===== src/rtl/sync_fifo.sv =====
// Synchronous first-word-fall-through FIFO with valid/ready on both sides.
// Optional almost-full/almost-empty flags are compiled in with SYNC_FIFO_ALMOST_EN.
module sync_fifo #(
   parameter int ADDRW = 4,
   parameter int DATAW = 8
`ifdef SYNC_FIFO_ALMOST_EN
   ,
   parameter int AF_LEVEL = (2 ** ADDRW) - 2,
   parameter int AE_LEVEL = 2
`endif
) (
   input  logic             clk,
   input  logic             rst,
   // A word moves on a rising edge only when valid and ready are both high;
   // ready/valid outputs depend on registered state only, never on the peer's inputs.
   input  logic             i_wr_valid,
   output logic             o_wr_ready,
   input  logic [DATAW-1:0] i_wr_data,
   output logic             o_rd_valid,
   input  logic             i_rd_ready,
   output logic [DATAW-1:0] o_rd_data,
   output logic [ADDRW:0]   o_count
`ifdef SYNC_FIFO_ALMOST_EN
   ,
   output logic             o_almost_full,
   output logic             o_almost_empty
`endif
);

   localparam int DEPTH = 2 ** ADDRW;
   localparam logic [ADDRW:0] PTR_ONE = {{ADDRW{1'b0}}, 1'b1};

   logic [DATAW-1:0] mem_q [DEPTH];

   logic [ADDRW:0] wr_ptr_q, wr_ptr_d;
   logic [ADDRW:0] rd_ptr_q, rd_ptr_d;
   logic [ADDRW:0] count_q, count_d;

   logic             full;
   logic             empty;
   logic             push;
   logic             pop;
   logic             mem_we;
   logic [ADDRW-1:0] mem_waddr;

   // Pointers carry one extra wrap bit so equal low bits can mean either empty or full.
   assign empty = (wr_ptr_q == rd_ptr_q);
   assign full  = (wr_ptr_q[ADDRW-1:0] == rd_ptr_q[ADDRW-1:0]) &&
                  (wr_ptr_q[ADDRW] != rd_ptr_q[ADDRW]);

   assign o_wr_ready = !full;
   assign o_rd_valid = !empty;
   assign o_rd_data  = mem_q[rd_ptr_q[ADDRW-1:0]];
   assign o_count    = count_q;

   assign push = i_wr_valid && !full;
   assign pop  = i_rd_ready && !empty;

   always_comb begin
      wr_ptr_d  = wr_ptr_q;
      rd_ptr_d  = rd_ptr_q;
      count_d   = count_q;
      mem_we    = 1'b0;
      mem_waddr = wr_ptr_q[ADDRW-1:0];
      if (push) begin
         wr_ptr_d = wr_ptr_q + PTR_ONE;
         mem_we   = 1'b1;
      end
      if (pop) begin
         rd_ptr_d = rd_ptr_q + PTR_ONE;
      end
      case ({push, pop})
         2'b10:   count_d = count_q + PTR_ONE;
         2'b01:   count_d = count_q - PTR_ONE;
         default: count_d = count_q;
      endcase
   end

   always_ff @(posedge clk or posedge rst) begin
      if (rst) begin
         wr_ptr_q <= '0;
         rd_ptr_q <= '0;
         count_q  <= '0;
      end else begin
         wr_ptr_q <= wr_ptr_d;
         rd_ptr_q <= rd_ptr_d;
         count_q  <= count_d;
      end
   end

   // Storage is never cleared; stale entries stay hidden behind the reset pointers.
   always_ff @(posedge clk) begin
      if (mem_we && !rst) begin
         mem_q[mem_waddr] <= i_wr_data;
      end
   end

`ifdef SYNC_FIFO_ALMOST_EN
   localparam logic [ADDRW:0] AF_LVL = AF_LEVEL[ADDRW:0];
   localparam logic [ADDRW:0] AE_LVL = AE_LEVEL[ADDRW:0];

   logic almost_full_q, almost_full_d;
   logic almost_empty_q, almost_empty_d;

   // Flags are derived from the next count so they line up with o_count.
   always_comb begin
      almost_full_d  = (count_d >= AF_LVL);
      almost_empty_d = (count_d <= AE_LVL);
   end

   always_ff @(posedge clk or posedge rst) begin
      if (rst) begin
         almost_full_q  <= 1'b0;
         almost_empty_q <= 1'b1;
      end else begin
         almost_full_q  <= almost_full_d;
         almost_empty_q <= almost_empty_d;
      end
   end

   assign o_almost_full  = almost_full_q;
   assign o_almost_empty = almost_empty_q;
`endif

endmodule


===== config.mk =====
export PLATFORM = sky130hd
export DESIGN_NAME = sync_fifo
export DESIGN_NICKNAME = d
export VERILOG_FILES = /design/src/rtl/sync_fifo.sv
export SDC_FILE = /design/constraint.sdc
export NUM_CORES = 1
export LEC_CHECK = 0
export CAP_MARGIN = 25
export CORE_MARGIN = 4
export CORE_UTILIZATION = 62
export CTS_BUF_LIST = sky130_fd_sc_hd__clkbuf_4
export DETAILED_ROUTE_END_ITERATION = 8
export PLACE_DENSITY = 0.92
export SYNTH_ARGS = -nofsm -noshare
export SYNTH_HDL_FRONTEND = slang
export SYNTH_SLANG_ARGS = --single-unit

===== constraint.sdc =====
create_clock -name clk -period 3.3 [get_ports clk]
set_input_delay 0.66 -clock clk [delete_from_list [all_inputs] [get_ports clk]]
set_output_delay 0.66 -clock clk [all_outputs]
set_load 0.01 [all_outputs]

# After elaboration in Yosys (flattened, before gate mapping)
# Memory sizes are Yosys's and may differ from the RTL's.
# Cells that the tools add are included.
[op_classes]
n_addsub = 4
eq_ne = 5
mux = 4
reduce_logical = 8
[op_table]
columns = ["operator", "n"]
rows = [
  ["5-bit by 1-bit adder with 5-bit output, second input constant", 3],
  ["5-bit one-hot mux with 2 select lines", 1],
  ["5-bit equality test", 1],
  ["5-bit by 1-bit subtractor with 5-bit output, second input constant", 1],
  ["4-bit equality test", 1],
  ["1-bit logical AND", 4],
  ["1-bit logical NOT", 3],
  ["1-bit 2-to-1 mux", 3],
  ["2-bit by 1-bit equality test with 1-bit output, second input constant", 1],
  ["2-bit equality test, second input constant", 1],
  ["2-bit nonzero test", 1],
  ["1-bit inequality test", 1],
]
[word_totals]
ff_bits = 15
ram_bits = 128
output_inout_bits = 15
n_memories = 1
[memory_table]
columns = ["memory", "depth", "word_bits", "rd", "rd_clocked_by_memory_dff", "write_ports", "line_no", "text"]
rows = [
  ["mem_q", 16, 8, 1, 0, 1, "33", "logic [DATAW-1:0] mem_q [DEPTH];"],
]

# Depth between registers and ports, before layout
# Gate-level depths: netlist (run 1).
[logic_depth]
depth_word = 8
mapped_depth = 11
mapped_depth_nobuf = 10

# Least setup slack after synthesis (run 1)
# Ideal clock, no wire load.
[synth_path]
kind = "reg2reg"
start = "reg rd_ptr_q[1]"
end = "reg count_q[4], in the netlist o_count[4]"
setup_ns = 0.126
arrival_time_ns = 2.745
required_time_ns = 3.174
setup_slack_ns = 0.428
path_stages_with_launch = 12
period_less_slack_ns = 2.872
path_cell_list = "dfrtp_1 -> buf_6 -> xnor2_2 -> nand4_2 -> o21ai_2 -> inv_1 -> ha_1 -> fa_1 -> a21o_1 -> a2111oi_0 -> a31oi_1 -> a311o_1"
[synth_via]
elab_cells_between_ends = 11
cone_classes = "eq/ne: 4; mux: 1; reduce/logical: 6"
[synth_rtl]
columns = ["element", "line_no", "text"]
rows = [
  ["start: declaration", "36", "logic [ADDRW:0] rd_ptr_q, rd_ptr_d;"],
  ["start signal: assignment", "86", "rd_ptr_q <= rd_ptr_d;"],
  ["5-bit equality test *", "47", "assign empty = (wr_ptr_q == rd_ptr_q);"],
  ["1-bit logical NOT *", "57", "assign pop = i_rd_ready && !empty;"],
  ["1-bit logical AND *", "57", ""],
  ["named net pop", "42", "logic pop;"],
  ["2-bit by 1-bit equality test with 1-bit output or 2-bit equality test (tied branches)", "72", "case ({push, pop})"],
  ["5-bit one-hot mux with 2 select lines or 2-bit nonzero test (tied branches)", "-", ""],
  ["end signal: assignment", "87", "count_q <= count_d;"],
  ["end: declaration", "37", "logic [ADDRW:0] count_q, count_d;"],
]
# The timed path passes the listed nets; every way through them passes the cells marked *.
# A chain may end at the register's enable or synchronous reset.

# Worst setup path after layout (run 1)
[layout_path]
start = "reg rd_ptr_q[1]"
end = "out o_rd_data[3]"
[layout_via]
elab_chain_len = 1
[layout_rtl]
columns = ["element", "line_no", "text"]
rows = [
  ["memory read 16 x 8 bit", "-", ""],
  ["end: declaration", "21", "output logic [DATAW-1:0] o_rd_data,"],
]
# Every way passes these cells.

==> results of run 1 <==
-- sequential cells by signal (all words and copies together), names as in the netlist --
name	cells
rd_ptr_q	5
mem_q	128
o_count	5
wr_ptr_q	5
-- per-stage QoR --
step	std cells	total power [W]	hold slack [ps]	cell area, um^2
6_report	524	0.00581	556	6950
5_1_grt	524	0.00611	611	6950
4_1_cts	517	0.00566	565	6850
2_1_floorplan	318	0.00373	540	5970
3_3_place_gp	482	0.00431	515	6480
3_5_place_dp	482	0.00441	526	6480
-- critical path, delay by kind of cell (launching register included) --
kind,cells,cell delay [ps]
flip-flops,1,450
AO/OA/AOI/OAI,1,220
multiplexers,1,600
buffers and inverters,2,670
AND/OR/NAND/NOR,1,80
-- cell type report --
cell class              instances  area share [%]
flip-flops and latches        143            60.8
repair buffers                 61            8.07
well taps                     129            2.32
clock buffers                  17            1.84
multi-input cells             152            24.1
inverters                       7           0.378
clock inverters                15            2.50
-- cells by family after synthesis --
group	after synthesis	synth area share (%)
muxes	35	13.6
adders and majority gates	10	2.22
DFF	143	70.6
buffers and inverters	23	2.41
xor gates and xnor gates	15	2.32
AOI/OAI and AO/OA	36	4.44
and+or+nand+nor	56	4.42
-- repair_timing --
item,CTS,global route
cloned,1,0
pin swaps,0,1
setup buffers,2,8
resized for setup,4,19
endpoints found under the setup margin,9,9
-- worst max path at each step --
stage,from,endpoint,slack [ps],depth (start not counted)
after floorplan,rd_ptr_q[1],o_count[4],430,11
after global placement,i_rd_ready,o_count[4],150,9
after detailed placement,rd_ptr_q[0],o_count[4],100,10
after CTS,rd_ptr_q[1],o_rd_data[5],6,5
after global routing,rd_ptr_q[0],o_wr_ready,-20,6
final,rd_ptr_q[1],o_rd_data[3],90,5
-- power breakdown --
group          internal [W]  switching [W]  total, W
sequential          0.00216       0.000195   0.00235
combinational       0.00116        0.00115   0.00231
clock              0.000476       0.000677   0.00115
-- cells in the mapped netlist (2+ instances only) --
library cell,instances,share of area [%]
buf_4,2,0.25
o311ai_1,2,0.29
a21o_1,2,0.25
nor3_1,7,0.59
xnor2_1,12,1.8
nand4_1,2,0.21
edfxtp_1,128,64
ha_1,9,1.9
dfrtp_1,15,6.3
mux4_1,15,6.6
and3_1,2,0.21
o21ai_0,5,0.42
buf_6,4,0.75
buf_2,3,0.25
mux4_2,17,6.4
nor2_1,15,0.94
buf_1,3,0.19
clkbuf_1,3,0.19
nor2b_1,5,0.52
a21oi_1,2,0.17
o21ai_2,2,0.29
nand2_1,20,1.3
o211ai_1,2,0.25
xor2_1,2,0.29
mux2_2,3,0.57
a22oi_1,16,2.0
inv_1,7,0.44
-- metal layers --
layer / GRT usage (%) / share of wire (%) / up-vias
met5: 0 / 0 / -
met4: 7.86 / 2.1 / 0
met3: 6.62 / 8.8 / 28
met2: 39.1 / 51 / 184
met1: 32.3 / 38 / 1658
li1: - / - / 1420
==> metrics.txt, run 1 <==
final setup fails=0; worst rel slew slack=59.7%; CP max FO=17; outcome=complete, no violations; Initial DRC Count=355; DR DRC count=0; crit path launch type=register; worst path required time=approximately 2600 ps; synthesis-to-layout area growth=16.3%; WL final=around 13 mm; Port-buffer cells=26; peak supply drop=0.731 mV; clock tree buffer depth=2; Syn Std Cell Area=between 5000 and 6000 um^2; layout cells sized above 1=26.3%; Max Slew Vio Count=0; worst setup path category=register to output pin; Initial Util=64.1%; LEAKAGE=2.45 nW; area of the multi-input gates=1670 um^2; routed len/inst=25.1 um; commonest non-fill, non-tap cells in the layout=edfxtp_1 (128), buf_4 (32), clkdlybuf4s50_1 (21), nand2_1 (20), mux4_2 (19); crit-path max cell delay=600 ps; Max Freq=0.311 GHz; core box area=9330 um^2; CTS Hold Bufs=0; Hold Crit Start=o_count[3]; setup ws final=87.0 ps; Final GP Congestion=0.794; FF+latch area=4220 um^2; Worst Skew=20.7 ps; first-pass GRT wire length=19.7 mm; Core Util, Final=74.5%; Avg Inst Size Synth=18.8 um^2; top-level I/O count=27; antenna violations before repair=0; Clock Latency Late Sink=540 ps; CTS tree=built; GRT Util Overall=24.2%; commonest non-fill, non-tap cell in the layout=edfxtp_1; Synth Warn #=0; min-delay worst type=register to register; CTS Root Cell=clkbuf_4; setup TNS=0 ps; global route overflow=0; Worst path slowest cell=mux4_1; WP data arrival=roughly 2600 ps; clk slew on worst S/H paths=130 ps; post-DP HPWL=between 7 and 8 mm; crit-path cells=buf_12, mux4_1, a22oi_2, nand2_1, clkdlybuf4s50_1; DIE HEIGHT=106 um; CTS Sinks=143; Detailed Routing Iterations Pass 1=5; Final ANT Viol Nets=0; vias in the first global route=between 3000 and 4000; Async S/R FF share, synth=10.5%; FF-to-FF setup slack=200 ps; layout net count=404; reg2reg path depth=10; Hold Path Depth=2; hold worst-path end=o_count[3]; Final Cycle Share=97.4%; Post-synth EDFFs=~130; post-synth net total=340; Vias/cell=6.28; detailed-route via count=3290; fill cell count=between 500 and 600; post-synth cell types=40; Final min period=3210 ps; Final Hold Viols=0; sequential cell area fraction in the yosys report=70.6%; post-synthesis cell count=318; die area=between 10000 and 15000 um^2; PwrDens=837 nW/um^2; R2R Path End=o_count[4]; largest net degree at the start of global routing=36; Row Count=35; maxcap violations=0; Main synth FF type=edfxtp_1; Die X-Extent=~110 um; # H-tree levels=4; # diodes=0; crit end category=output pin; TritonCTS Buffers=17; flops & latches, synth=143; R2R Path Start=rd_ptr_q[0]; Setup WS pre-CTS=99.2 ps; Tightest Pin Transition=604 ps
No activity file was read; power rests on OpenSTA's default activity.
==> run 2, diff against run 1 <==
Settings changed: CORE_ASPECT_RATIO set to 0.9, CTS_BUF_LIST sky130_fd_sc_hd__clkbuf_4 to sky130_fd_sc_hd__clkbuf_4 sky130_fd_sc_hd__clkbuf_8, SLEW_MARGIN set to 15.
==> metrics.txt, run 2 (synthesis results as in run 1) <==
Hold Crit Start=o_count[2]; GRT Util Overall=22.6% (-1.6 points); top-level I/O count=27 (unchanged); layout cells sized above 1=23.1% (-3.2 points); Largest Register=mem_q; crit path launch type=register; detailed-route via count=3204 (-2.6%); post-DP HPWL=7.66 mm (-1.6%); WL final=11.9 mm (-9.3%); Fin Hold WS=525 ps (-30.3 ps); CTS tree=built; antenna violations before repair=0 (unchanged); synthesis-to-layout area growth=17.0%; Hold Path Depth=2 (unchanged); final setup fails=0 (unchanged); core box area=9250 um^2 (-0.85%); R2R Path Start=rd_ptr_q[0]; Clock Latency Late Sink=440 ps (-100 ps); maxcap violations=0 (unchanged); Initial DRC Count=293 (-17%); worst setup path category=register to output pin; worst path required time=2640 ps (about the same); PwrDens=862 nW/um^2 (+3.0%); # diodes=0 (unchanged); hold worst-path end=o_count[2]; vias in the first global route=3343 (-2.1%); Initial Util=64.6% (+0.55 points); outcome=complete, no violations; DP Cell Count=477 (-1.0%); LEAKAGE=2.44 nW (-0.47%); Max Slew Vio Count=0 (unchanged); clk slew on worst S/H paths=80 ps (-50 ps); commonest non-fill, non-tap cells in the layout=edfxtp_1 (128), clkdlybuf4s50_1 (26), buf_4 (25), nand2_1 (20), clkbuf_8 (18); # H-tree levels=4 (unchanged); TritonCTS Buffers=17 (unchanged); routed len/inst=23.3 um (-7.0%); Final Hold Viols=0 (unchanged); Max Freq=0.313 GHz (+0.46%); Detailed Routing Iterations Pass 1=5 (unchanged); Worst Skew=17.6 ps (-3.15 ps); Row Count=33 (-5.7%); clock tree buffer depth=2 (unchanged); DR DRC count=0 (unchanged); R2R Path End=o_count[4]; CTS Sinks=143 (unchanged); Port-buffer cells=26 (unchanged); Tightest Pin Transition=607 ps (+3.20 ps); Vias/cell=6.27 (-0.14%); first-pass GRT wire length=18.7 mm (-4.9%); CP max FO=12 (-5); DIE HEIGHT=101 um (-4.7%); layout net count=398 (-1.5%); peak supply drop=0.480 mV (-34%); top layer in use=met4; Final ANT Viol Nets=0 (unchanged); die area=11300 um^2 (about the same); Setup WS pre-CTS=70.7 ps (-28.4 ps); Final min period=3200 ps (-14.7 ps); length of routed met3 wiring=853 um (-26%); met2 WL=6.14 mm (-7.9%); Final GP Congestion=0.809 (+1.9%); worst rel slew slack=59.1% (-0.60 points); commonest non-fill, non-tap cell in the layout=edfxtp_1; Final Cycle Share=96.9% (-0.45 points); Post-Layout Cell Count=511 (-2.5%); largest net degree at the start of global routing=36 (unchanged); setup ws final=102 ps (+14.7 ps); crit end category=output pin; CTS Root Cell=clkbuf_8; FF-to-FF setup slack=280 ps (+80 ps); wl on met1=4.72 mm (-6.1%); setup TNS=0 ps (unchanged); WP data arrival=2540 ps (about the same); Die X-Extent=111 um (+5.0%); max reg flops=128 (unchanged); min-delay worst type=register to register; global route overflow=0 (unchanged); reg2reg path depth=10 (unchanged)
## run 2: how the worst max path moves through the flow
| stage | start | slack [ps] | to |
|---|---|---|---|
| final | rd_ptr_q[1] | 100 | o_rd_data[1] |
| after global routing | rd_ptr_q[1] | -0.06 | o_rd_data[2] |
| after CTS | rd_ptr_q[1] | 20 | o_rd_data[1] |
| after detailed placement | i_rd_ready | 70 | o_count[4] |
| after global placement | i_rd_ready | 180 | o_count[4] |
| after floorplan | rd_ptr_q[1] | 430 | o_count[4] |
## run 2: worst max-delay path, stage by stage (launching register included)
cell             delay, ps
dfrtp_2                460
buf_12                 180
mux4_1                 570
a22oi_1                270
nand2_1                120
clkdlybuf4s50_1        490
## run 2: power breakdown
part	leakage [nW]	switching, W	internal, W	total [W]
Clock	0.226	0.000685	0.000859	0.00154
Sequential	1.33	0.000177	0.00215	0.00233
Combinational	0.882	0.00105	0.00110	0.00215
Total	2.44	0.00191	0.00411	0.00602
## run 2: layout make-up
class	instances	area [um^2]
Sequential cell	143	4220
Fill cell	500	2260
Multi-Input combinational cell	152	1620
Timing Repair Buffer	55	519
Clock buffer	18	248
Clock inverter	14	205
Tap cell	122	153
Inverter	7	26.3
## run 2: routing by layer
layer / vias to the layer above / GRT usage [%]
li1: 1395 / -
met1: 1635 / 29.3
met2: 149 / 38.6
met3: 25 / 5.88
met4: 0 / 6.55
met5: - / 0
## run 2: repair_timing
| action | 4_1_cts | 5_1_grt |
|---|---|---|
| gates cloned | 0 | 1 |
| setup buffers | 0 | 1 |
| pin swaps | 0 | 0 |
| endpoints found under the setup margin | 5 | 6 |
| hold buffers | 0 | 0 |
| resized for setup | 3 | 7 |
## run 2: stage by stage
step	total power, W	util [%]	instance area, um^2
4_1_cts	0.00597	75.0	6940
6_report	0.00602	75.6	6990
3_5_place_dp	0.00440	70.0	6470
2_1_floorplan	0.00373	-	5970
3_3_place_gp	0.00430	70.0	6470
5_1_grt	0.00633	75.6	6990
